File: src/rtl/mul_div_unit.sv
// rtl/mul_div_unit.sv - iterative radix-2 signed/unsigned multiply and restoring divide
// Operands are reduced to magnitudes at Start; the sign is reapplied once in FIXUP.
module mul_div_unit #(
  parameter int WIDTH = 24,
  parameter int CNT_W = $clog2(WIDTH + 1)
) (
  input  logic             Clock,
  input  logic             Reset,
  input  logic             Start,
  input  logic [1:0]       Op,
  input  logic [WIDTH-1:0] A,
  input  logic [WIDTH-1:0] B,
  output logic             Busy,
  output logic             Done,
  output logic [WIDTH-1:0] Hi,
  output logic [WIDTH-1:0] Lo,
  output logic             DivByZero
);

  typedef enum logic [1:0] {IDLE, ITER, FIXUP} state_t;

  state_t           state;
  logic [CNT_W-1:0] count;
  logic             is_div;
  logic             quo_neg;
  logic             rem_neg;
  logic             div_zero;
  logic [WIDTH-1:0] acc;
  logic [WIDTH-1:0] q;
  logic [WIDTH-1:0] opnd;
  logic [WIDTH-1:0] a_orig;

  logic [WIDTH-1:0]   a_abs;
  logic [WIDTH-1:0]   b_abs;
  logic [WIDTH:0]     add_sum;
  logic [WIDTH:0]     shifted;
  logic [WIDTH:0]     diff;
  logic [2*WIDTH-1:0] prod_fix;
  logic [WIDTH-1:0]   quo_fix;
  logic [WIDTH-1:0]   rem_fix;

  // The most-negative operand negates to itself, which is its correct unsigned magnitude.
  assign a_abs = (Op[0] && A[WIDTH-1]) ? -A : A;
  assign b_abs = (Op[0] && B[WIDTH-1]) ? -B : B;

  assign add_sum = {1'b0, acc} + (q[0] ? {1'b0, opnd} : '0);
  assign shifted = {acc, q[WIDTH-1]};
  assign diff    = shifted - {1'b0, opnd};

  assign prod_fix = quo_neg ? -{acc, q} : {acc, q};
  assign quo_fix  = quo_neg ? -q : q;
  assign rem_fix  = rem_neg ? -acc : acc;

  always_ff @(posedge Clock or posedge Reset) begin
    if (Reset) begin
      state     <= IDLE;
      count     <= '0;
      Busy      <= 1'b0;
      Done      <= 1'b0;
      Hi        <= '0;
      Lo        <= '0;
      DivByZero <= 1'b0;
      is_div    <= 1'b0;
      quo_neg   <= 1'b0;
      rem_neg   <= 1'b0;
      div_zero  <= 1'b0;
      acc       <= '0;
      q         <= '0;
      opnd      <= '0;
      a_orig    <= '0;
    end else begin
      Done <= 1'b0;
      case (state)
        IDLE: begin
          if (Start) begin
            is_div    <= Op[1];
            opnd      <= b_abs;
            q         <= a_abs;
            acc       <= '0;
            a_orig    <= A;
            quo_neg   <= Op[0] & (A[WIDTH-1] ^ B[WIDTH-1]);
            rem_neg   <= Op[0] & A[WIDTH-1];
            div_zero  <= Op[1] & (B == '0);
            count     <= CNT_W'(WIDTH);
            Busy      <= 1'b1;
            DivByZero <= 1'b0;
            state     <= ITER;
          end
        end
        ITER: begin
          if (is_div) begin
            // Restoring step: keep the trial difference only when it did not borrow.
            if (!diff[WIDTH]) begin
              acc <= diff[WIDTH-1:0];
              q   <= {q[WIDTH-2:0], 1'b1};
            end else begin
              acc <= shifted[WIDTH-1:0];
              q   <= {q[WIDTH-2:0], 1'b0};
            end
          end else begin
            acc <= add_sum[WIDTH:1];
            q   <= {add_sum[0], q[WIDTH-1:1]};
          end
          count <= count - CNT_W'(1);
          if (count == CNT_W'(1)) state <= FIXUP;
        end
        FIXUP: begin
          if (!is_div) begin
            Hi <= prod_fix[2*WIDTH-1:WIDTH];
            Lo <= prod_fix[WIDTH-1:0];
          end else if (div_zero) begin
            Hi <= a_orig;
            Lo <= '1;
          end else begin
            Hi <= rem_fix;
            Lo <= quo_fix;
          end
          DivByZero <= div_zero;
          Done      <= 1'b1;
          Busy      <= 1'b0;
          state     <= IDLE;
        end
        default: state <= IDLE;
      endcase
    end
  end

endmodule

File: config.mk
export PLATFORM = sky130hd
export DESIGN_NAME = mul_div_unit
export DESIGN_NICKNAME = d
export VERILOG_FILES = /design/src/rtl/mul_div_unit.sv
export SDC_FILE = /design/constraint.sdc
export NUM_CORES = 1
export LEC_CHECK = 0
export ABC_AREA = 1
export CORE_MARGIN = 5
export CORE_UTILIZATION = 55
export DETAILED_ROUTE_END_ITERATION = 8
export PLACE_DENSITY = 0.87
export SLEW_MARGIN = 0
export SYNTH_ARGS = -nofsm -noshare
export SYNTH_HDL_FRONTEND = slang
export SYNTH_SLANG_ARGS = --single-unit
File: constraint.sdc
create_clock -name Clock -period 10.7 [get_ports Clock]
set_input_delay 2.14 -clock Clock [delete_from_list [all_inputs] [get_ports Clock]]
set_output_delay 2.14 -clock Clock [all_outputs]
set_load 0.02 [all_outputs]
# After elaboration in Yosys (flattened, before gate mapping)
# Index checks and enable logic that the tools add are counted.
dict set report word_totals {
  register_bits 158
  wordCells 70
  out_inout_bits 51
  input_bits 53
}
dict set report op_classes {
  n_mux 28
  addsub 8
  n_eq_ne 5
  bitwise 4
  reduce_logical 10
}
# op n
set op_table {}
lappend op_table {{24-bit two-way mux} 14}
lappend op_table {{24-bit negator} 4}
lappend op_table {{24-bit case mux with 2 select lines} 2}
lappend op_table {{48-bit two-way mux} 1}
lappend op_table {{48-bit negator} 1}
lappend op_table {{24-bit by 24-bit adder with 25-bit output} 1}
lappend op_table {{25-bit by 24-bit subtractor with 25-bit output} 1}
lappend op_table {{24-bit logical NOT} 1}
lappend op_table {{5-bit case mux with 2 select lines} 1}
lappend op_table {{2-bit AND reduction} 4}
lappend op_table {{5-bit by 1-bit equality test with 1-bit output (second input constant)} 1}
lappend op_table {{5-bit two-way mux} 1}
lappend op_table {{5-bit by 1-bit subtractor with 5-bit output (second input constant)} 1}
lappend op_table {{1-bit two-way mux} 4}
lappend op_table {{2-bit two-way mux} 2}
lappend op_table {{2-bit != test (second input constant)} 2}
lappend op_table {{1-bit case mux with 2 select lines} 2}
lappend op_table {{2-bit case mux with 2 select lines} 1}
lappend op_table {{2-bit nonzero test} 2}
lappend op_table {{1-bit AND} 3}
lappend op_table {{2-bit by 1-bit equality test with 1-bit output (second input constant)} 1}
lappend op_table {{2-bit equality test (second input constant)} 1}
lappend op_table {{1-bit logical AND} 2}
lappend op_table {{2-bit logical NOT} 1}
lappend op_table {{1-bit XOR} 1}

# Longest topological paths before layout
dict set report logic_depth {
  depth_word 4
  ltp_mapped 20
}

# Worst setup path after synthesis
# No wires, ideal clock.
dict set report synth_path {
  path_kind {input-to-reg}
  from {input B[0]}
  to {register opnd[18]}
  arrival_ns 3.337
  path_stages 11
  setup_time_ns 0.131
  required_time_ns 10.569
  slack_ns 7.232
  cell_sequence {inv_1 > ha_1 > nand3_1 > nor2_1 > nand3_1 > nor3_1 > nand3_1 > nand2_1 > nand2_1 > nand3_1 > o21ai_0}
}
dict set report synth_via {
  elab_chain_len 2
}
# element line
set synth_rtl {}
lappend synth_rtl {{start, declared} 12} ;# input logic [WIDTH-1:0] B,
lappend synth_rtl {{24-bit negator} 44} ;# assign b_abs = (Op[0] && B[WIDTH-1]) ? -B : B;
lappend synth_rtl {{24-bit two-way mux} 44}
lappend synth_rtl {{end signal, assigned} 77} ;# opnd <= b_abs;
lappend synth_rtl {{end, declared} 30} ;# logic [WIDTH-1:0] opnd;
# Every way passes these cells.
# A chain may end at the register's enable or synchronous reset.

# Worst setup path in the final report
dict set report layout_path {
  from {input A[23]}
  to {register q[15]}
}
dict set report layout_via {
  elab_chain_len 4
}
# element line
set layout_rtl {}
lappend layout_rtl {{start, declared} 11} ;# input logic [WIDTH-1:0] A,
lappend layout_rtl {{1-bit logical AND} 43} ;# assign a_abs = (Op[0] && A[WIDTH-1]) ? -A : A;
lappend layout_rtl {{24-bit two-way mux} 43}
lappend layout_rtl {{24-bit two-way mux} 75} ;# if (Start) begin
lappend layout_rtl {{24-bit case mux with 2 select lines} 73} ;# case (state)
lappend layout_rtl {{end signal, assigned} 78} ;# q <= a_abs;
lappend layout_rtl {{end signal, assigned} 95} ;# q <= {q[WIDTH-2:0], 1'b1};
lappend layout_rtl {{end signal, assigned} 98} ;# q <= {q[WIDTH-2:0], 1'b0};
lappend layout_rtl {{end, declared} 29} ;# logic [WIDTH-1:0] q;
# Every way passes these cells. The select of a mux whose other input is x is not followed.

==> out/metrics.csv <==
stage,metric,value,unit
placement,GPL Wtd Cong,1.02,
cts,clock root buffer,clkbuf_16,
die,Die ar.,29100,sq um
die,die span in y,171,um
job,max cap viols,0,
sta,Final setup viols,0,
cts,Post-CTS Setup Inserts,0,
global_route,first-pass GRT wire length,79000,um
worst_setup_path,critical path's top delay family,buffers and inverters,
sta,fin. max-slew vios,0,
die,Initial Utilization,56.1,%
worst_setup_path,Critical Path End Type,register,
final_layout,footprint of the multi-input gates,8600,sq um
logic_synthesis,"Async S/R FF share, synth",100,%
die,Rows,58,
route,vias after detailed routing,16000,
cts,Clock Latency Late Sink,0.44,ns
cts,CTS max path bufs,2,
global_route,largest net degree at the start of global routing,84,
cts,PostCTS Resize Cnt,0,
die,Die W,171,um
logic_synthesis,"EDFF count, synth",0,
power_and_ir_drop,Comb pwr share,66.3,%
logic_synthesis,flop and latch count out of synthesis,158,
cts,Sink Count,158,
final_layout,layout cells sized above 1,3.29,%
global_route,initial antenna violation count,0,
global_route,vias in the first global route,14700,
route,routed vias/inst,5.77,
final_layout,FF/Latch Area,3960,sq um
cts,cts hold-fix bufs,0,
worst_setup_path,CP max FO,30,
cts,number of H-tree levels,4,
sta,skew final,0.0148,ns
worst_hold_path,Min-Delay Path Class,register to register,
cts,CTS tree,built,
worst_setup_path,CP Buf/Inv Count,2,
worst_setup_path,critical path type,input port to register,
route,Total Wirelength,50400,um
sta,final hold violations,0,
worst_setup_path,Worst EP required,11.05,ns
worst_setup_path,Crit path largest cell delay,0.80,ns
cts,clk slew on worst S/H paths,0.07,ns
power_and_ir_drop,Clock power frac,11.0,%
power_and_ir_drop,"Power, Total",5.77,mW
route,drc violations,0,
cts,CTS Buf Count,17,
global_route,grt total ovfl,0,
logic_synthesis,Gate Count Post-Synth,2372,
route,Routed Antenna Nets,0,
power_and_ir_drop,internal power consumption,2.52,mW
logic_synthesis,sequential-to-total area share from yosys stat,27.8,%
sta,relative slew slack,24.1,%
worst_setup_path,Slowest cell on crit path,inv_1,
die,IO Count,104,
logic_synthesis,YS warnings,0,
route,DR pass1 iterations,6,
power_and_ir_drop,P_sw,3.26,mW
worst_setup_path,crit start category,input port,
placement,IO Port Bufs,103,
route,Routed wire per std cell,18.2,um
sta,fmax,248,MHz
final_layout,P&R area growth vs syn,12.5,%
power_and_ir_drop,PwrDens,361,nW/um^2
run_status,run status,"finished, final reports clean",
sta,RSZ-0062 raised after global routing,no,
sta,min Tclk post-route,4.03,ns
logic_synthesis,Mean Syn Cell Area,5.99,sq um
global_route,Total GRT Usage,34.4,%
final_layout,FILL cells,2472,
die,core footprint,25300,sq um
sta,accumulated negative setup slack,0,ns
logic_synthesis,Syn Nets,2481,
route,drt first-iter violations,2008,
power_and_ir_drop,Leakage,8.28,nW
sta,Least-Margin Pin Slew,1.14,ns
placement,DP HPWL,38400,um
logic_synthesis,ys flop type,dfrtp_1,
power_and_ir_drop,switching share of total power,56.4,%
logic_synthesis,Yosys cell types,50,
sta,period utilization,37.7,%
power_and_ir_drop,Max VDD drop,172,uV
final_layout,nets@finish,2530,
worst_setup_path,CP dominant cell by count,nand2_1,
logic_synthesis,"Cell Area, Synth",14200,sq um
power_and_ir_drop,Reg power frac,22.6,%
worst_setup_path,worst-path cell chain,clkdlybuf4s50_1 > nand2_1 > inv_1 > nand2_1 > a21oi_1 > o21ai_0 > a31oi_1,
worst_setup_path,Critical Path AT,4.38,ns
## cell families after synthesis
family | Yosys count | synth area share [%]
muxes | 1 | 0.0705
buffers and inverters | 431 | 11.7
DFF | 158 | 27.8
xor gates and xnor gates | 46 | 2.84
AOI/OAI and AO/OA | 346 | 13.2
adders and majority gates | 56 | 5.04
and+or+nand+nor | 1334 | 39.3
## final cells by class
cell class              count  area share [%]
repair buffers            114            6.96
inverters                 347            8.18
clock buffers              18            2.75
flip-flops and latches    158            24.7
diodes                      1          0.0156
multi-input cells        1783            53.8
well taps                 330            2.58
clock inverters            13           0.978
## flip-flops by register name (all words and copies together), names as in the netlist
signal	flops
Busy	1
DivByZero	1
Done	1
Hi	24
Lo	24
a_orig	24
acc	24
count	5
div_zero	1
is_div	1
opnd	24
q	24
quo_neg	1
rem_neg	1
state	2
## Yosys cell counts, types with 2 or more instances
cell type / number / share of area [%]
buf_6: 3 / 0.24
fa_1: 2 / 0.28
and2_1: 3 / 0.13
nor2_1: 256 / 6.8
nand2_2: 5 / 0.22
a21oi_1: 124 / 4.4
o21bai_1: 7 / 0.37
a22oi_1: 7 / 0.37
a31oi_1: 24 / 1.1
or2_2: 5 / 0.22
buf_4: 2 / 0.11
nor3_1: 17 / 0.60
xor2_1: 35 / 2.2
nand3b_1: 21 / 1.1
nand2_1: 754 / 20
o211ai_1: 9 / 0.48
nor2_2: 5 / 0.22
clkbuf_1: 54 / 1.4
inv_1: 340 / 9.0
o22ai_1: 10 / 0.44
inv_2: 6 / 0.16
nand4_1: 34 / 1.5
nor4_1: 2 / 0.088
ha_1: 54 / 4.8
buf_2: 9 / 0.32
o21ai_2: 4 / 0.25
buf_1: 15 / 0.40
nand2_4: 2 / 0.16
o21ai_1: 3 / 0.11
xnor2_1: 11 / 0.68
o21ai_0: 151 / 5.3
nand3_1: 223 / 7.9
dfrtp_1: 158 / 28
## layer usage
layer	vias up	part of all wire [%]	track usage [%]
met5	-	0	0
met4	0	2.9	10.1
met3	110	13	7.46
met2	910	41	50.0
met1	7267	44	51.5
li1	7672	-	-
## metrics by stage
step,util [%],worst slack (ns),hold WS [ns],area (sq um),instances
2_1_floorplan,-,4.30,0.442,14200,2372
3_3_place_gp,60.8,6.41,0.462,15400,2732
3_5_place_dp,60.8,6.36,0.464,15400,2732
4_1_cts,63.1,6.80,0.482,16000,2763
5_1_grt,63.1,6.50,0.513,16000,2763
6_report,63.1,6.67,0.479,16000,2764
## final timing paths
kind / endpoint / slack [ns] / start / depth (start not counted)
worst max-delay path: q[15] / 6.67 / A[23] / 7
worst min-delay path: Hi[23] / 0.48 / Hi[23] / 2
worst max register to register: acc[22] / 7.23 / q[23] / 16
worst min register to register: Hi[23] / 0.48 / Hi[23] / 2
max in group asynchronous: is_div / 6.92 / Reset / 3
min in group asynchronous: Lo[14] / 2.23 / Reset / 2
## layout by cell type (no fill, tap or decap), drive strengths merged, types with 2 or more instances in the layout
master | Yosys | final
clkinv | 1 | 6
buf | 29 | 11
dfrtp | 158 | 158
o22ai | 10 | 10
clkdlybuf4s50 | 0 | 103
a31oi | 24 | 24
o211ai | 9 | 9
nor4 | 2 | 2
ha | 54 | 54
o21ai | 159 | 159
and2 | 3 | 3
fa | 2 | 2
nand3 | 224 | 224
xor2 | 35 | 35
o21bai | 7 | 7
inv | 346 | 351
a21oi | 125 | 125
nand3b | 21 | 21
nor2 | 262 | 262
a22oi | 7 | 7
nor3 | 18 | 18
xnor2 | 11 | 11
clkbuf | 55 | 18
bufinv | 0 | 2
or2 | 6 | 6
nand2 | 761 | 761
nand4 | 35 | 35
## power by group through the flow
stage	Clock [mW]	Combinational (mW)	Sequential, mW
final	0.637	3.83	1.31
after global routing	0.659	4.31	1.32
after CTS	0.634	3.75	1.27
after detailed placement	0	3.72	1.28
after global placement	0	3.65	1.28
after floorplan	0	2.78	1.13
## worst min-delay path: cells and delay by family, from the launching register on
kind / cells / cell delay (ns)
DFF: 1 / 0.34
and+or+nand+nor: 2 / 0.10
Note: power is estimated with default switching activity, not from simulation.
